[config.mk]
export PLATFORM = sky130hd
export DESIGN_NAME = int_request_ctrl_flat
export DESIGN_NICKNAME = d
export VERILOG_FILES = /design/src/rtl/int_request_ctrl_if.sv /design/src/rtl/int_request_ctrl.sv /design/src/flat_wrapper.sv
export SDC_FILE = /design/constraint.sdc
export NUM_CORES = 1
export LEC_CHECK = 0
export CAP_MARGIN = 20
export CORE_MARGIN = 5
export CORE_UTILIZATION = 52
export CTS_CLUSTER_SIZE = 10
export DETAILED_ROUTE_END_ITERATION = 6
export PLACE_DENSITY = 0.83
export SLEW_MARGIN = 40
export SYNTH_ARGS = -nofsm -noshare
export SYNTH_HDL_FRONTEND = slang
export SYNTH_SLANG_ARGS = --single-unit
[constraint.sdc]
create_clock -name clk -period 3.61 [get_ports clk]
set_input_delay 0.5415 -clock clk [delete_from_list [all_inputs] [get_ports clk]]
set_output_delay 0.5415 -clock clk [all_outputs]
set_load 0.05 [all_outputs]
[src/rtl/int_request_ctrl_if.sv]
// Bus between the interrupt request controller and its environment:
// raw IRQ lines, mask write port, handler return, and request/status outputs.
interface int_request_ctrl_if #(
   parameter int N_SRC   = 8,
   parameter int CAUSE_W = 3
);
   logic [N_SRC-1:0]   irq_in;
   logic               mask_we;
   logic [N_SRC-1:0]   mask_wdata;
   logic               eret;
   logic               int_req;
   logic [CAUSE_W-1:0] int_cause;
   logic               int_active;
   logic [N_SRC-1:0]   pending;
   logic [N_SRC-1:0]   mask;

   // Environment side: drives the lines and mask writes, observes requests.
   modport master (
      output irq_in, mask_we, mask_wdata, eret,
      input  int_req, int_cause, int_active, pending, mask
   );

   // Controller side.
   modport slave (
      input  irq_in, mask_we, mask_wdata, eret,
      output int_req, int_cause, int_active, pending, mask
   );
endinterface

[src/rtl/int_request_ctrl.sv]
// Interrupt request controller feeding the PC/EPC interrupt unit.
// Synchronises IRQ lines, latches rising edges as pending requests, masks them,
// picks the lowest-index eligible source and issues a one-cycle int_req.
// No nesting: further requests wait in pending until the handler's eret.
module int_request_ctrl #(
   parameter int               N_SRC    = 8,
   parameter int               CAUSE_W  = 3,
   parameter logic [N_SRC-1:0] MASK_RST = 8'hFF
) (
   input logic               clk,
   input logic               reset,
   int_request_ctrl_if.slave bus
);

   typedef enum logic [1:0] {
      IDLE    = 2'd0,
      TAKE    = 2'd1,
      SERVICE = 2'd2
   } state_t;

   state_t             state;
   state_t             state_next;
   logic [N_SRC-1:0]   s1;
   logic [N_SRC-1:0]   s2;
   logic [N_SRC-1:0]   s2_d;
   logic [N_SRC-1:0]   rise;
   logic [N_SRC-1:0]   eligible;
   logic [N_SRC-1:0]   clr;
   logic [N_SRC-1:0]   pending;
   logic [N_SRC-1:0]   pending_next;
   logic [N_SRC-1:0]   mask;
   logic [CAUSE_W-1:0] sel;
   logic [CAUSE_W-1:0] int_cause;
   logic               take;

   // Priority encoder: index of the lowest set bit (0 when none set).
   function automatic logic [CAUSE_W-1:0] lowest_set(input logic [N_SRC-1:0] v);
      logic [CAUSE_W-1:0] idx;
      idx = '0;
      for (int i = N_SRC - 1; i >= 0; i--) begin
         if (v[i]) idx = CAUSE_W'(i);
      end
      return idx;
   endfunction

   // Two-flop synchroniser plus one delay stage for edge detection.
   always_ff @(posedge clk or posedge reset) begin
      if (reset) begin
         s1   <= '0;
         s2   <= '0;
         s2_d <= '0;
      end else begin
         s1   <= bus.irq_in;
         s2   <= s1;
         s2_d <= s2;
      end
   end

   // Edge detect, eligibility, selection and pending update; a new edge on the
   // source being taken wins over its clear so that request is not lost.
   always_comb begin
      rise         = s2 & ~s2_d;
      eligible     = pending & mask;
      sel          = lowest_set(eligible);
      take         = (state == IDLE) && (eligible != '0);
      clr          = '0;
      if (take) clr = N_SRC'(1) << sel;
      pending_next = (pending & ~clr) | rise;
   end

   // Pending requests, mask register and the cause of the last taken source.
   always_ff @(posedge clk or posedge reset) begin
      if (reset) begin
         pending   <= '0;
         mask      <= MASK_RST;
         int_cause <= '0;
      end else begin
         pending <= pending_next;
         if (bus.mask_we) mask <= bus.mask_wdata;
         if (take) int_cause <= sel;
      end
   end

   // FSM state register.
   always_ff @(posedge clk or posedge reset) begin
      if (reset) state <= IDLE;
      else       state <= state_next;
   end

   // FSM next state: TAKE lasts one cycle; eret only counts in SERVICE.
   always_comb begin
      state_next = state;
      case (state)
         IDLE:    if (take) state_next = TAKE;
         TAKE:    state_next = SERVICE;
         SERVICE: if (bus.eret) state_next = IDLE;
         default: state_next = IDLE;
      endcase
   end

   assign bus.int_req    = (state == TAKE);
   assign bus.int_active = (state == TAKE) || (state == SERVICE);
   assign bus.int_cause  = int_cause;
   assign bus.pending    = pending;
   assign bus.mask       = mask;

endmodule

[src/flat_wrapper.sv]
// flat-port wrapper written by rule: the top's interface ports become plain ports
module int_request_ctrl_flat 
#(
   parameter int               N_SRC    = 8,
   parameter int               CAUSE_W  = 3,
   parameter logic [N_SRC-1:0] MASK_RST = 8'hFF
)
  (clk, reset, bus_irq_in, bus_mask_we, bus_mask_wdata, bus_eret, bus_int_req, bus_int_cause, bus_int_active, bus_pending, bus_mask);
  int_request_ctrl_if #(.N_SRC(N_SRC), .CAUSE_W(CAUSE_W)) bus_i ();
  input logic clk;
  input logic reset;
  input wire logic [$bits(bus_i.irq_in)-1:0] bus_irq_in;
  input wire logic [$bits(bus_i.mask_we)-1:0] bus_mask_we;
  input wire logic [$bits(bus_i.mask_wdata)-1:0] bus_mask_wdata;
  input wire logic [$bits(bus_i.eret)-1:0] bus_eret;
  output wire logic [$bits(bus_i.int_req)-1:0] bus_int_req;
  output wire logic [$bits(bus_i.int_cause)-1:0] bus_int_cause;
  output wire logic [$bits(bus_i.int_active)-1:0] bus_int_active;
  output wire logic [$bits(bus_i.pending)-1:0] bus_pending;
  output wire logic [$bits(bus_i.mask)-1:0] bus_mask;
  assign bus_i.irq_in = bus_irq_in;
  assign bus_i.mask_we = bus_mask_we;
  assign bus_i.mask_wdata = bus_mask_wdata;
  assign bus_i.eret = bus_eret;
  assign bus_int_req = bus_i.int_req;
  assign bus_int_cause = bus_i.int_cause;
  assign bus_int_active = bus_i.int_active;
  assign bus_pending = bus_i.pending;
  assign bus_mask = bus_i.mask;
  int_request_ctrl #(.N_SRC(N_SRC), .CAUSE_W(CAUSE_W), .MASK_RST(MASK_RST)) u_core (.clk(clk), .reset(reset), .bus(bus_i));
endmodule
# Yosys cells after proc, flatten, opt, wreduce, memory -nomap -nowiden
# Cells that the tools add are included.
[totals]
elab_cells = 35
register_bits = 45
[classes]
shift = 1
eq_ne = 4
n_mux = 12
reduce_logical = 5
n_bitwise = 6
[ops]
columns = ["cell", "n"]
rows = [
  ["8-bit AND", 3],
  ["3-bit 2-to-1 mux", 8],
  ["8-bit NOT", 2],
  ["8-bit 2-to-1 mux", 1],
  ["8-bit OR", 1],
  ["8-bit nonzero test", 1],
  ["1-bit by 3-bit left shift with 8-bit output (first input constant)", 1],
  ["2-bit one-hot mux with 3 select lines", 1],
  ["2-bit 2-to-1 mux", 2],
  ["2-bit by 1-bit equality test with 1-bit output (second input constant)", 1],
  ["2-bit equality test (second input constant)", 1],
  ["2-bit logical NOT", 1],
  ["2-bit by 1-bit inequality test with 1-bit output (second input constant)", 1],
  ["2-bit inequality test (second input constant)", 1],
  ["2-bit AND reduction", 1],
  ["1-bit logical AND", 1],
  ["1-bit logical OR", 1],
]

# Longest topological paths before layout
[depth]
word_depth = 14
mapped_depth = 6
mapped_depth_nobuf = 5

# Worst setup path after synthesis
# Ideal clock, no wire load.
[synth_timing]
path_kind = "register -> register"
from = "register u_core.pending[1], in the netlist u_core.bus.pending[1]"
to = "register u_core.int_cause[0], in the netlist u_core.bus.int_cause[0]"
arrival_time_ns = 1.481
n_path_buf = 0
path_slack_ns = 2.004
setup_ns = 0.125
period_less_slack_ns = 1.606
path_stages_with_launch = 5
path_cell_list = "dfrtp_1 -> a22oi_4 -> nand2_1 -> o21ai_1 -> mux2_2"
[synth_via]
elab_chain_cells = 3
[synth_rtl]
columns = ["element", "line", "rtl"]
rows = [
  ["from (decl)", "int_request_ctrl.sv:29", "logic [N_SRC-1:0] pending;"],
  ["from (signal assigned)", "int_request_ctrl.sv:78", "pending <= pending_next;"],
  ["8-bit AND (*)", "int_request_ctrl.sv:63", "eligible = pending & mask;"],
  ["8-bit nonzero test / 3-bit 2-to-1 mux (equally long branches)", "int_request_ctrl.sv:65, int_request_ctrl.sv:41", ""],
  ["1-bit logical AND / 3-bit 2-to-1 mux (equally long branches)", "int_request_ctrl.sv:65, int_request_ctrl.sv:41", ""],
  ["to (signal assigned)", "int_request_ctrl.sv:80", "if (take) int_cause <= sel;"],
  ["to (decl)", "int_request_ctrl.sv:33", "logic [CAUSE_W-1:0] int_cause;"],
]
# Every way passes the cells marked *; elsewhere a longest branch is shown, timed or not.
# A chain may end at the register's enable or synchronous reset.

# Worst setup path after layout
[layout_timing]
from = "register u_core.state[0]"
to = "output port bus_int_active"
[layout_via]
elab_chain_cells = 2
[layout_rtl]
columns = ["element", "line", "rtl"]
rows = [
  ["from (decl)", "int_request_ctrl.sv:21", "state_t state;"],
  ["from (signal assigned)", "int_request_ctrl.sv:87", "else state <= state_next;"],
  ["2-bit by 1-bit equality test with 1-bit output / 2-bit equality test (equally long branches)", "int_request_ctrl.sv:102", "assign bus.int_active = (state == TAKE) || (state == SERVICE);"],
  ["1-bit logical OR (*)", "int_request_ctrl.sv:102", ""],
  ["to (decl)", "flat_wrapper.sv:18", "output wire logic [$bits(bus_i.int_active)-1:0] bus_int_active;"],
]
# Marked as above.

==> run_results.csv <==
group,metric,value,unit
status,status,"complete, no violations",
worst_setup_path,path_class,"reg2out",
routing,wl_per_cell,15.9,um
synth,synth-seq-cells,45,
worst_setup_path,slowest_delay,0.79,ns
floorplanning,die-area,0.00462,mm2
clock_network,htreeDepth,2,
sta,finalHoldViolCount,0,
power_and_ir_drop,power.density,752,mW/mm2
clock_network,holdBufCountCts,0,
hold_path,min_from,"u_core.s1[6]$_DFF_PP0_",
worst_setup_path,required,3.07,ns
routing,ant_nets,0,
floorplanning,coreArea,0.00328,mm2
power_and_ir_drop,seqPwrFrac,38.9,%
synth,synth_edf_count,0,
worst_setup_path,crit_path_start_kind,"flop",
routing,wl,3.51,mm
place,port_buffers,40,
job,max_cap_violations,0,
power_and_ir_drop,p_total,1.73,mW
global_routing,grt_pass1_vias,1215,
global_routing,grt_overflow,0,
sta,max_slew.worst_pin.slew,0.534,ns
worst_setup_path,worst_r2r_path_depth,5,
global_routing,grtUsageTotal,17.4,%
synth,seq_area_frac_synth,65.0,%
worst_setup_path,cp_num_cells,3,
final_layout,finalNetCount,198,
worst_setup_path,r2r_start,"u_core.state[0]$_DFFE_PP0P_",
worst_setup_path,r2r_slack,1.87,ns
synth,synth_async_sr_flop_share,100,%
global_routing,antenna_found_initial,0,
clock_network,cts_tree,"done",
power_and_ir_drop,clockPowerShare,21.2,%
synth,synth_top_area_share,53.0,%
sta,finalSetupTns,0,ns
worst_setup_path,cp_cell_sequence,"inv_1, ha_1, clkdlybuf4s50_1",
clock_network,path_clk_slew,0.12,ns
power_and_ir_drop,peakVddDrop,0.382,mV
sta,fin_skew,0.00830,ns
global_routing,grt_start_max_net_pins,46,
worst_setup_path,crit_family,"buffers and inverters",
worst_setup_path,cpMaxStageDelayCell,"clkdlybuf4s50_1",
synth,yosys_warnings,0,
synth,yosysMostFrequentCell,"dfrtp_1",
power_and_ir_drop,switchingPower,672,uW
worst_setup_path,worstPathArrival,1.94,ns
routing,dr.pass1.iters,4,
synth,syn_avg_cell_area,13.7,um2
worst_setup_path,end_kind,"output port",
floorplanning,rows,21,
final_layout,area_delta_synth_final,31.6,%
final_layout,num-fill-cells,238,
worst_setup_path,path_buf_inv,2,
clock_network,cts_buffer_depth,2,
synth,netlist_area,0.00175,mm2
clock_network,cts_num_sinks,45,
hold_path,min_path_type,"reg2reg",
clock_network,cts_resized,0,
sta,rsz0062_at_grt,"false",
floorplanning,dieWidth,68.0,um
synth,synth_top_area_cell,"dfrtp_1",
final_layout,num_antenna_cells,0,
synth,netlist_instances,128,
power_and_ir_drop,intPower,1.06,mW
worst_setup_path,crit_fanout,3,
power_and_ir_drop,leakagePower,1.00,nW
sta,finalSetupViolations,0,
sta,post-route-period-util,68.8,%
clock_network,cts_root_buffer,"clkbuf_4",
floorplanning,floorplan.initialDensity,53.2,%
clock_network,cts_setup_buffers,0,
routing,via_count,1178,
sta,min_period,2.48,ns
power_and_ir_drop,switching_share,38.8,%
floorplanning,ioPinCount,41,
routing,drtIter0Drc,44,
place,gp_congestion,0.738,
clock_network,cts_buffers,5,
worst_setup_path,startpoint,"u_core.state[0]$_DFFE_PP0P_",
hold_path,holdPathStages,0,
place,dp_hpwl,2.62,mm
floorplanning,die_y,68.0,um
sta,slew_headroom,64.4,%
power_and_ir_drop,p_comb_share,40.0,%
synth,synth.distinct_cells,29,
routing,drc,0,
clock_network,clkLatencyLatePin,0.35,ns
sta,timing.fmax,403,MHz
synth,yosys-top-cells-count,"dfrtp_1, inv_1, nand2_1, mux2_2",
synth,synth-main-ff-cell,"dfrtp_1",
sta,slew_violations,0,
synth,synthTopCellsByArea,"dfrtp_1, dfstp_2, mux2_2, ha_1, inv_1",
synth,syn_nets,152,
final_layout,drive_gt1_share,20.0,%
global_routing,grt_pass1_wl,5.68,mm
routing,vias_per_cell,5.33,
==> layout by cell type (no fill, tap or decap), types with 5 or more instances in the layout <==
master	n
dfrtp_1	37
clkbuf_4	5
nand2_1	12
a21oi_1	5
mux2_2	9
inv_1	11
dfstp_2	8
o21ai_0	8
clkdlybuf4s50_1	40
==> kinds of logic after synthesis <==
logic type,after synthesis,synth area share [%]
multiplexers,11,7.52
AND/OR/NAND/NOR,25,7.59
AO/OA/AOI/OAI,29,13.6
buffers and inverters,14,3.44
adder cells (fa/ha/maj),4,2.86
flip-flops,45,65.0
==> path summary, 6_finish.rpt <==
check | endpoint
max | bus_int_active
min in group asynchronous | u_core.s1[5]$_DFF_PP0_
max in group asynchronous | u_core.bus.mask[7]$_DFFE_PP1P_
max reg2reg | u_core.state[0]$_DFFE_PP0P_
min | u_core.s2[6]$_DFF_PP0_
min reg2reg | u_core.s2[6]$_DFF_PP0_
==> metrics by stage <==
step | setup slack (ns) | hold slack [ns] | area (um2) | cells | util (%)
after floorplan | 2.00 | 0.331 | 1750 | 128 | -
after global placement | 1.59 | 0.333 | 2200 | 213 | 66.9
after detailed placement | 1.53 | 0.335 | 2200 | 213 | 66.9
after CTS | 1.12 | 0.363 | 2300 | 221 | 70.1
after global routing | 1.03 | 0.372 | 2300 | 221 | 70.1
final | 1.13 | 0.360 | 2300 | 221 | 70.1
==> power by group through the flow <==
stage | logic, mW | clock network [mW] | registers (mW)
global route | 0.736 | 0.404 | 0.689
global placement | 0.671 | 0 | 0.672
CTS | 0.694 | 0.375 | 0.672
finish | 0.692 | 0.367 | 0.672
detailed placement | 0.691 | 0 | 0.682
floorplan | 0.318 | 0 | 0.844
==> metal layers <==
layer	routed length (um)	global-route usage, %	up-vias
met3	303	7.55	12
met4	93	8.93	0
met5	0	0	-
li1	-	-	534
met2	1840	28.8	49
met1	1280	19.0	583
==> registers in the layout (all words and copies together), names as in the netlist <==
signal	count
u_core.bus.int_cause	3
u_core.bus.mask	8
u_core.bus.pending	8
u_core.s1	8
u_core.state	2
u_core.s2_d	8
u_core.s2	8
==> area by class of cell <==
type                            instances  area [um2]  share of cell area (%)
Sequential cell                        45        1140                    49.4
Multi-Input combinational cell         69         552                    24.0
Timing Repair Buffer                   41         408                    17.7
Clock inverter                          3        65.1                    2.83
Tap cell                               46        57.6                    2.50
Inverter                               12        45.0                    1.96
Clock buffer                            5        37.5                    1.63
Power figures use the tool's default switching activity.
